<file path="src/rtl/maze_mem_arbiter_pkg.sv">
// Shared types and constants for the maze cell RAM arbiter.
package maze_pkg;

  localparam int ADDR_W_DEF = 8;
  localparam int DATA_W_DEF = 4;

  localparam logic [3:0] CELL_FLOOR  = 4'd0;
  localparam logic [3:0] CELL_WALL   = 4'd1;
  localparam logic [3:0] CELL_PLAYER = 4'd2;
  localparam logic [3:0] CELL_GOAL   = 4'd3;

  localparam logic [1:0] ST_IDLE  = 2'd0;
  localparam logic [1:0] ST_WAIT  = 2'd1;
  localparam logic [1:0] ST_BUSY  = 2'd2;
  localparam logic [1:0] ST_ABORT = 2'd3;

  // is_wr lets a completed game write report zero read data
  typedef struct packed {
    logic valid;
    logic is_game;
    logic is_wr;
  } resp_tag_t;

endpackage

</file>
<file path="src/rtl/maze_mem_arbiter_resp_pipe.sv">
// Response tag pipeline: follows each RAM access and steers mem_rdata to
// the display or game side three cycles after the access was chosen.
module maze_resp_pipe
  import maze_pkg::*;
#(
  parameter int DATA_W = DATA_W_DEF
) (
  input  logic              clk,
  input  logic              rst_n,
  input  resp_tag_t         tag_in,
  input  logic [DATA_W-1:0] mem_rdata,
  output logic              disp_valid,
  output logic [DATA_W-1:0] disp_data,
  output logic              game_ack,
  output logic [DATA_W-1:0] game_rdata
);

  resp_tag_t         s0_q, s0_d;
  resp_tag_t         s1_q, s1_d;
  logic              disp_valid_q, disp_valid_d;
  logic [DATA_W-1:0] disp_data_q, disp_data_d;
  logic              game_ack_q, game_ack_d;
  logic [DATA_W-1:0] game_rdata_q, game_rdata_d;

  // s0 lines up with mem_en on the RAM pins, s1 with mem_rdata
  always_comb begin
    s0_d         = tag_in;
    s1_d         = s0_q;
    disp_valid_d = s1_q.valid & ~s1_q.is_game;
    game_ack_d   = s1_q.valid & s1_q.is_game;
    if (disp_valid_d) begin
      disp_data_d = mem_rdata;
    end else begin
      disp_data_d = '0;
    end
    if (game_ack_d && !s1_q.is_wr) begin
      game_rdata_d = mem_rdata;
    end else begin
      game_rdata_d = '0;
    end
  end

  always_ff @(posedge clk or negedge rst_n) begin
    if (!rst_n) begin
      s0_q         <= '0;
      s1_q         <= '0;
      disp_valid_q <= 1'b0;
      disp_data_q  <= '0;
      game_ack_q   <= 1'b0;
      game_rdata_q <= '0;
    end else begin
      s0_q         <= s0_d;
      s1_q         <= s1_d;
      disp_valid_q <= disp_valid_d;
      disp_data_q  <= disp_data_d;
      game_ack_q   <= game_ack_d;
      game_rdata_q <= game_rdata_d;
    end
  end

  assign disp_valid = disp_valid_q;
  assign disp_data  = disp_data_q;
  assign game_ack   = game_ack_q;
  assign game_rdata = game_rdata_q;

endmodule

</file>
<file path="src/rtl/maze_mem_arbiter.sv">
// Single-port maze RAM arbiter: display reads have strict priority, game
// accesses fill free slots (writes optionally only in vblank) with a timeout.
module maze_mem_arbiter
  import maze_pkg::*;
#(
  parameter int ADDR_W       = ADDR_W_DEF,
  parameter int DATA_W       = DATA_W_DEF,
  parameter bit WR_IN_VBLANK = 1'b1,
  parameter int TIMEOUT      = 1023
) (
  input  logic              clk,
  input  logic              rst_n,
  input  logic              vblank,
  input  logic              disp_req,
  input  logic [ADDR_W-1:0] disp_addr,
  output logic              disp_valid,
  output logic [DATA_W-1:0] disp_data,
  input  logic              game_req,
  input  logic              game_we,
  input  logic [ADDR_W-1:0] game_addr,
  input  logic [DATA_W-1:0] game_wdata,
  output logic              game_ack,
  output logic              game_err,
  output logic [DATA_W-1:0] game_rdata,
  output logic              mem_en,
  output logic              mem_we,
  output logic [ADDR_W-1:0] mem_addr,
  output logic [DATA_W-1:0] mem_wdata,
  input  logic [DATA_W-1:0] mem_rdata
);

  localparam int CNT_W = (TIMEOUT < 1) ? 1 : $clog2(TIMEOUT + 1);
  localparam logic [CNT_W-1:0] CNT_MAX = CNT_W'(TIMEOUT);

  logic [1:0]        state_q, state_d;
  logic [CNT_W-1:0]  cnt_q, cnt_d;
  logic              mem_en_q, mem_en_d;
  logic              mem_we_q, mem_we_d;
  logic [ADDR_W-1:0] mem_addr_q, mem_addr_d;
  logic [DATA_W-1:0] mem_wdata_q, mem_wdata_d;
  resp_tag_t         tag_d;
  logic              game_ok_s;
  logic              pipe_game_ack_s;
  logic [DATA_W-1:0] pipe_game_rdata_s;

  assign game_ok_s = ~disp_req & (~game_we | vblank | ~WR_IN_VBLANK);

  // slot choice and game FSM; the counter only advances below CNT_MAX so it saturates
  always_comb begin
    state_d     = state_q;
    cnt_d       = cnt_q;
    mem_en_d    = 1'b0;
    mem_we_d    = 1'b0;
    mem_addr_d  = '0;
    mem_wdata_d = '0;
    tag_d       = '0;
    if (disp_req) begin
      mem_en_d   = 1'b1;
      mem_addr_d = disp_addr;
      tag_d      = '{valid: 1'b1, is_game: 1'b0, is_wr: 1'b0};
    end else begin
      mem_en_d = 1'b0;
    end
    case (state_q)
      ST_IDLE: begin
        if (game_req) begin
          state_d = ST_WAIT;
          cnt_d   = '0;
        end else begin
          state_d = ST_IDLE;
        end
      end
      ST_WAIT: begin
        if (game_ok_s) begin
          state_d     = ST_BUSY;
          mem_en_d    = 1'b1;
          mem_we_d    = game_we;
          mem_addr_d  = game_addr;
          mem_wdata_d = game_we ? game_wdata : '0;
          tag_d       = '{valid: 1'b1, is_game: 1'b1, is_wr: game_we};
        end else if (cnt_q == CNT_MAX) begin
          state_d = ST_ABORT;
        end else begin
          cnt_d = cnt_q + 1'b1;
        end
      end
      ST_BUSY: begin
        if (pipe_game_ack_s) begin
          state_d = ST_IDLE;
        end else begin
          state_d = ST_BUSY;
        end
      end
      ST_ABORT: state_d = ST_IDLE;
      default:  state_d = ST_IDLE;
    endcase
  end

  always_ff @(posedge clk or negedge rst_n) begin
    if (!rst_n) begin
      state_q     <= ST_IDLE;
      cnt_q       <= '0;
      mem_en_q    <= 1'b0;
      mem_we_q    <= 1'b0;
      mem_addr_q  <= '0;
      mem_wdata_q <= '0;
    end else begin
      state_q     <= state_d;
      cnt_q       <= cnt_d;
      mem_en_q    <= mem_en_d;
      mem_we_q    <= mem_we_d;
      mem_addr_q  <= mem_addr_d;
      mem_wdata_q <= mem_wdata_d;
    end
  end

  maze_resp_pipe #(.DATA_W(DATA_W)) u_resp_pipe (
    .clk        (clk),
    .rst_n      (rst_n),
    .tag_in     (tag_d),
    .mem_rdata  (mem_rdata),
    .disp_valid (disp_valid),
    .disp_data  (disp_data),
    .game_ack   (pipe_game_ack_s),
    .game_rdata (pipe_game_rdata_s)
  );

  // ABORT lasts exactly the error cycle and never overlaps a pipe ack
  assign game_ack   = pipe_game_ack_s | (state_q == ST_ABORT);
  assign game_err   = (state_q == ST_ABORT);
  assign game_rdata = pipe_game_rdata_s;
  assign mem_en     = mem_en_q;
  assign mem_we     = mem_we_q;
  assign mem_addr   = mem_addr_q;
  assign mem_wdata  = mem_wdata_q;

endmodule

</file>
<file path="config.mk">
export PLATFORM = sky130hd
export DESIGN_NAME = maze_mem_arbiter
export DESIGN_NICKNAME = d
export VERILOG_FILES = /design/src/rtl/maze_mem_arbiter_pkg.sv /design/src/rtl/maze_mem_arbiter_resp_pipe.sv /design/src/rtl/maze_mem_arbiter.sv
export SDC_FILE = /design/constraint.sdc
export NUM_CORES = 1
export LEC_CHECK = 0
export CORE_UTILIZATION = 48
export CTS_BUF_LIST = sky130_fd_sc_hd__clkbuf_8 sky130_fd_sc_hd__clkbuf_16
export DETAILED_ROUTE_END_ITERATION = 10
export GPL_TIMING_DRIVEN = 1
export PLACE_DENSITY = 0.89
export SLEW_MARGIN = 20
export SYNTH_ARGS = -nofsm -noshare
export SYNTH_HDL_FRONTEND = slang
export SYNTH_SLANG_ARGS = --single-unit
</file>
<file path="constraint.sdc">
create_clock -name clk -period 5.7 [get_ports clk]
set_clock_uncertainty 0.15 [all_clocks]
set_input_delay 0.855 -clock clk [delete_from_list [all_inputs] [get_ports clk]]
set_output_delay 0.855 -clock clk [all_outputs]
set_load 0.01 [all_outputs]
</file>
==> impl_metrics.sql <==
INSERT INTO impl_metrics (metric_group, metric, value, unit) VALUES
('run_status', 'status', 'finished, final reports clean', ''),
('placed_design', 'finalWeightedCongestion', '0.838', ''),
('global_routing', 'grt_overflow_total', '0', ''),
('min_path', 'timing.hold.worst_path_depth', '0', ''),
('floorplan', 'num_rows', '21', ''),
('drt', 'detail_route.wirelength', '3.76', 'mm'),
('cells_and_area', 'leading_cell_types_in_the_layout_fill_and_taps_excluded', 'sky130_fd_sc_hd__clkdlybuf4s50_1 (53), sky130_fd_sc_hd__dfrtp_1 (40), sky130_fd_sc_hd__nand2_1 (14), sky130_fd_sc_hd__and2_1 (12), sky130_fd_sc_hd__a22o_1 (9)', ''),
('placed_design', 'cell_area_after_placement', '2220', 'sq um'),
('clocking', 'clk_root_buffer_cell', 'sky130_fd_sc_hd__clkbuf_8', ''),
('synth', 'synthXorXnorAreaFrac', '0', '%'),
('critical_path', 'crit_arrival', '1.91', 'ns'),
('cells_and_area', 'number_of_nets_in_the_layout', '230', ''),
('critical_path', 'kind_of_start_point_of_the_critical_path', 'register', ''),
('clocking', 'post_cts_resize_count', '0', ''),
('power', 'irDropWorstVdd', '225', 'uV'),
('global_routing', 'grt-busiest-layer', 'met2', ''),
('synth', 'postSynthRegisterBits', '40', ''),
('power', 'power_density', '360', 'nW/um^2'),
('timing', 'setup_repair_after_global_routing_missed_its_margin', 'no', ''),
('drt', 'detail_route.first_pass.iterations', '4', ''),
('placed_design', 'buffer_ports.inserted', '54', ''),
('cells_and_area', 'n_antenna_cell', '0', ''),
('cells_and_area', 'most_frequent_standard_cell_in_the_layout_excluding_fill_and_tap_cells', 'sky130_fd_sc_hd__clkdlybuf4s50_1', ''),
('clocking', 'cts_buffers', '5', ''),
('timing', 'worstMarginPinSlew', '0.843', 'ns'),
('power', 'power.leakage', '0.00104', 'uW'),
('drt', 'detailroute.via_count', '1390', ''),
('synth', 'post_synth_edffs', '0', ''),
('timing', 'max-slew-margin-rel', '43.8', '%'),
('drt', 'routed_wl_per_cell', '15.3', 'um'),
('cells_and_area', 'layout.cells.non_filler', '246', ''),
('floorplan', 'chipHeight', '60.9', 'um'),
('critical_path', 'worst-path-max-fanout', '19', ''),
('critical_path', 'criticalPathCategory', 'register to output pin', ''),
('global_routing', 'grt_first_pass_wirelength', '5.81', 'mm'),
('global_routing', 'via_count_of_the_first_global_routing_pass', '1255', ''),
('global_routing', 'gr-usage-met2', '36.1', '%'),
('synth', 'yosysWarningCount', '0', ''),
('timing', 'finalHoldViolCount', '0', ''),
('clocking', 'clk_path_buf_depth', '2', ''),
('placed_design', 'post-place-cells', '238', ''),
('cells_and_area', 'post-route-cell-area', '2340', 'sq um'),
('global_routing', 'grt_util_met3', '7.68', '%'),
('floorplan', 'die_w', '60.9', 'um'),
('critical_path', 'reg2reg_depth', '4', ''),
('floorplan', 'starting_density_of_the_core', '50.0', '%'),
('critical_path', 'worst-endpoint-required', '4.70', 'ns'),
('global_routing', 'antenna_found_initial', '0', ''),
('clocking', 'post-cts-setup-buffers', '0', ''),
('job', 'max_cap_violations', '0', ''),
('clocking', 'worstSkewPairLatency', '0.29', 'ns'),
('clocking', 'cts.htree.levels', '2', ''),
('timing', 'finalSetupViolCount', '0', ''),
('drt', 'remaining_drc_errors', '0', ''),
('synth', 'seq_area_frac_synth', '60.0', '%'),
('synth', 'synth_top_family_by_area', 'simple AND/OR/NAND/NOR gates', ''),
('cells_and_area', 'syn_to_final_growth', '40.1', '%'),
('synth', 'cell_count_after_synthesis', '146', ''),
('global_routing', 'largest_net_degree_at_the_start_of_global_routing', '41', ''),
('timing', 'maxClockFrequency', '343', 'MHz'),
('clocking', 'cts.clk_slew.worst_paths', '0.08', 'ns'),
('synth', 'ys.flop_type', 'sky130_fd_sc_hd__dfrtp_1', ''),
('synth', 'synthMuxAreaShare', '0', '%'),
('timing', 'minimum_clock_period_after_layout', '2.92', 'ns'),
('synth', 'synth_area_per_cell', '11.4', 'sq um'),
('synth', 'async_reset_ff_share', '100', '%'),
('timing', 'post-route-period-util', '51.2', '%'),
('cells_and_area', 'final_core_utilization', '70.0', '%'),
('critical_path', 'setup.worst_path.end_class', 'output pin', ''),
('timing', 'final_max_slew_viol_count', '0', ''),
('synth', 'area_of_the_mapped_netlist', '1670', 'sq um');
-- stage by stage --
stage	setup slack (ns)	hold WS [ns]	power, uW
2_1_floorplan	3.50	0.181	492
3_3_place_gp	2.73	0.183	590
3_5_place_dp	2.65	0.200	602
4_1_cts	2.79	0.217	845
5_1_grt	2.70	0.225	886
6_report	2.78	0.212	842
-- cell families after synthesis --
family | Yosys count
compound gates | 34
flops | 40
fa+ha+maj | 1
simple gates | 60
buf+inv | 11
-- cells in the mapped netlist (3+ instances only) --
library cell	count	area share, %
sky130_fd_sc_hd__nand2_1	14	3.2
sky130_fd_sc_hd__nand3_1	5	1.5
sky130_fd_sc_hd__dfrtp_1	40	60
sky130_fd_sc_hd__a22o_1	9	4.7
sky130_fd_sc_hd__and3_1	6	2.3
sky130_fd_sc_hd__a41oi_1	3	1.6
sky130_fd_sc_hd__buf_2	3	0.90
sky130_fd_sc_hd__and2_1	12	4.5
sky130_fd_sc_hd__nand2b_1	5	1.9
sky130_fd_sc_hd__a21oi_1	4	1.2
sky130_fd_sc_hd__inv_1	3	0.68
sky130_fd_sc_hd__nor2_1	6	1.4
sky130_fd_sc_hd__clkbuf_1	3	0.68
sky130_fd_sc_hd__o21ai_0	3	0.90
-- layer usage --
metal	wire, um	share of wire (%)
met1	1470	39
met4	25	0.67
met3	275	7.3
met2	1990	53
met5	0	0
-- layout make-up --
class                   count  area, sq um
clock buffers               6         82.6
clock inverters             2         38.8
fillers                   243         1000
inverters                   3         11.3
multi-input cells          95          611
flip-flops and latches     40         1000
well taps                  46         57.6
repair buffers             54          536
-- worst paths after layout --
| kind | from | to | slack [ns] |
|---|---|---|---|
| worst max-delay path | state_q[0]$_DFFE_PN0P_ | game_ack | 2.78 |
| min in group asynchronous | rst_n | cnt_q[7]$_DFFE_PN0P_ | 0.51 |
| worst min-delay path | u_resp_pipe.s0_q[1]$_DFF_PN0_ | u_resp_pipe.s1_q[1]$_DFF_PN0_ | 0.21 |
| worst max register to register | state_q[0]$_DFFE_PN0P_ | cnt_q[8]$_DFFE_PN0P_ | 3.44 |
| worst min register to register | u_resp_pipe.s0_q[1]$_DFF_PN0_ | u_resp_pipe.s1_q[1]$_DFF_PN0_ | 0.21 |
| max in group asynchronous | rst_n | u_resp_pipe.disp_data[3]$_DFF_PN0_ | 4.36 |
-- sequential cells by signal, summed over array words and instances (netlist names) --
| signal | count |
|---|---|
| u_resp_pipe.s1_q | 3 |
| mem_wdata | 4 |
| u_resp_pipe.disp_data | 4 |
| state_q | 2 |
| u_resp_pipe.s0_q | 3 |
| cnt_q | 10 |
| u_resp_pipe.game_rdata | 4 |
| u_resp_pipe.disp_valid | 1 |
| mem_addr | 8 |
| u_resp_pipe.game_ack | 1 |
-- power breakdown --
group / switching, uW / leakage [uW] / internal (uW)
Sequential: 46.8 / 0.000527 / 329
Clock: 99.4 / 0.0000614 / 143
Combinational: 107 / 0.000456 / 116
-- worst max-delay path: stages (launching register included) --
cell	delay [ns]
sky130_fd_sc_hd__dfrtp_1	0.59
sky130_fd_sc_hd__and2_1	0.27
sky130_fd_sc_hd__or2_2	0.28
sky130_fd_sc_hd__clkdlybuf4s50_1	0.48
(Power assumes the default switching activity.)
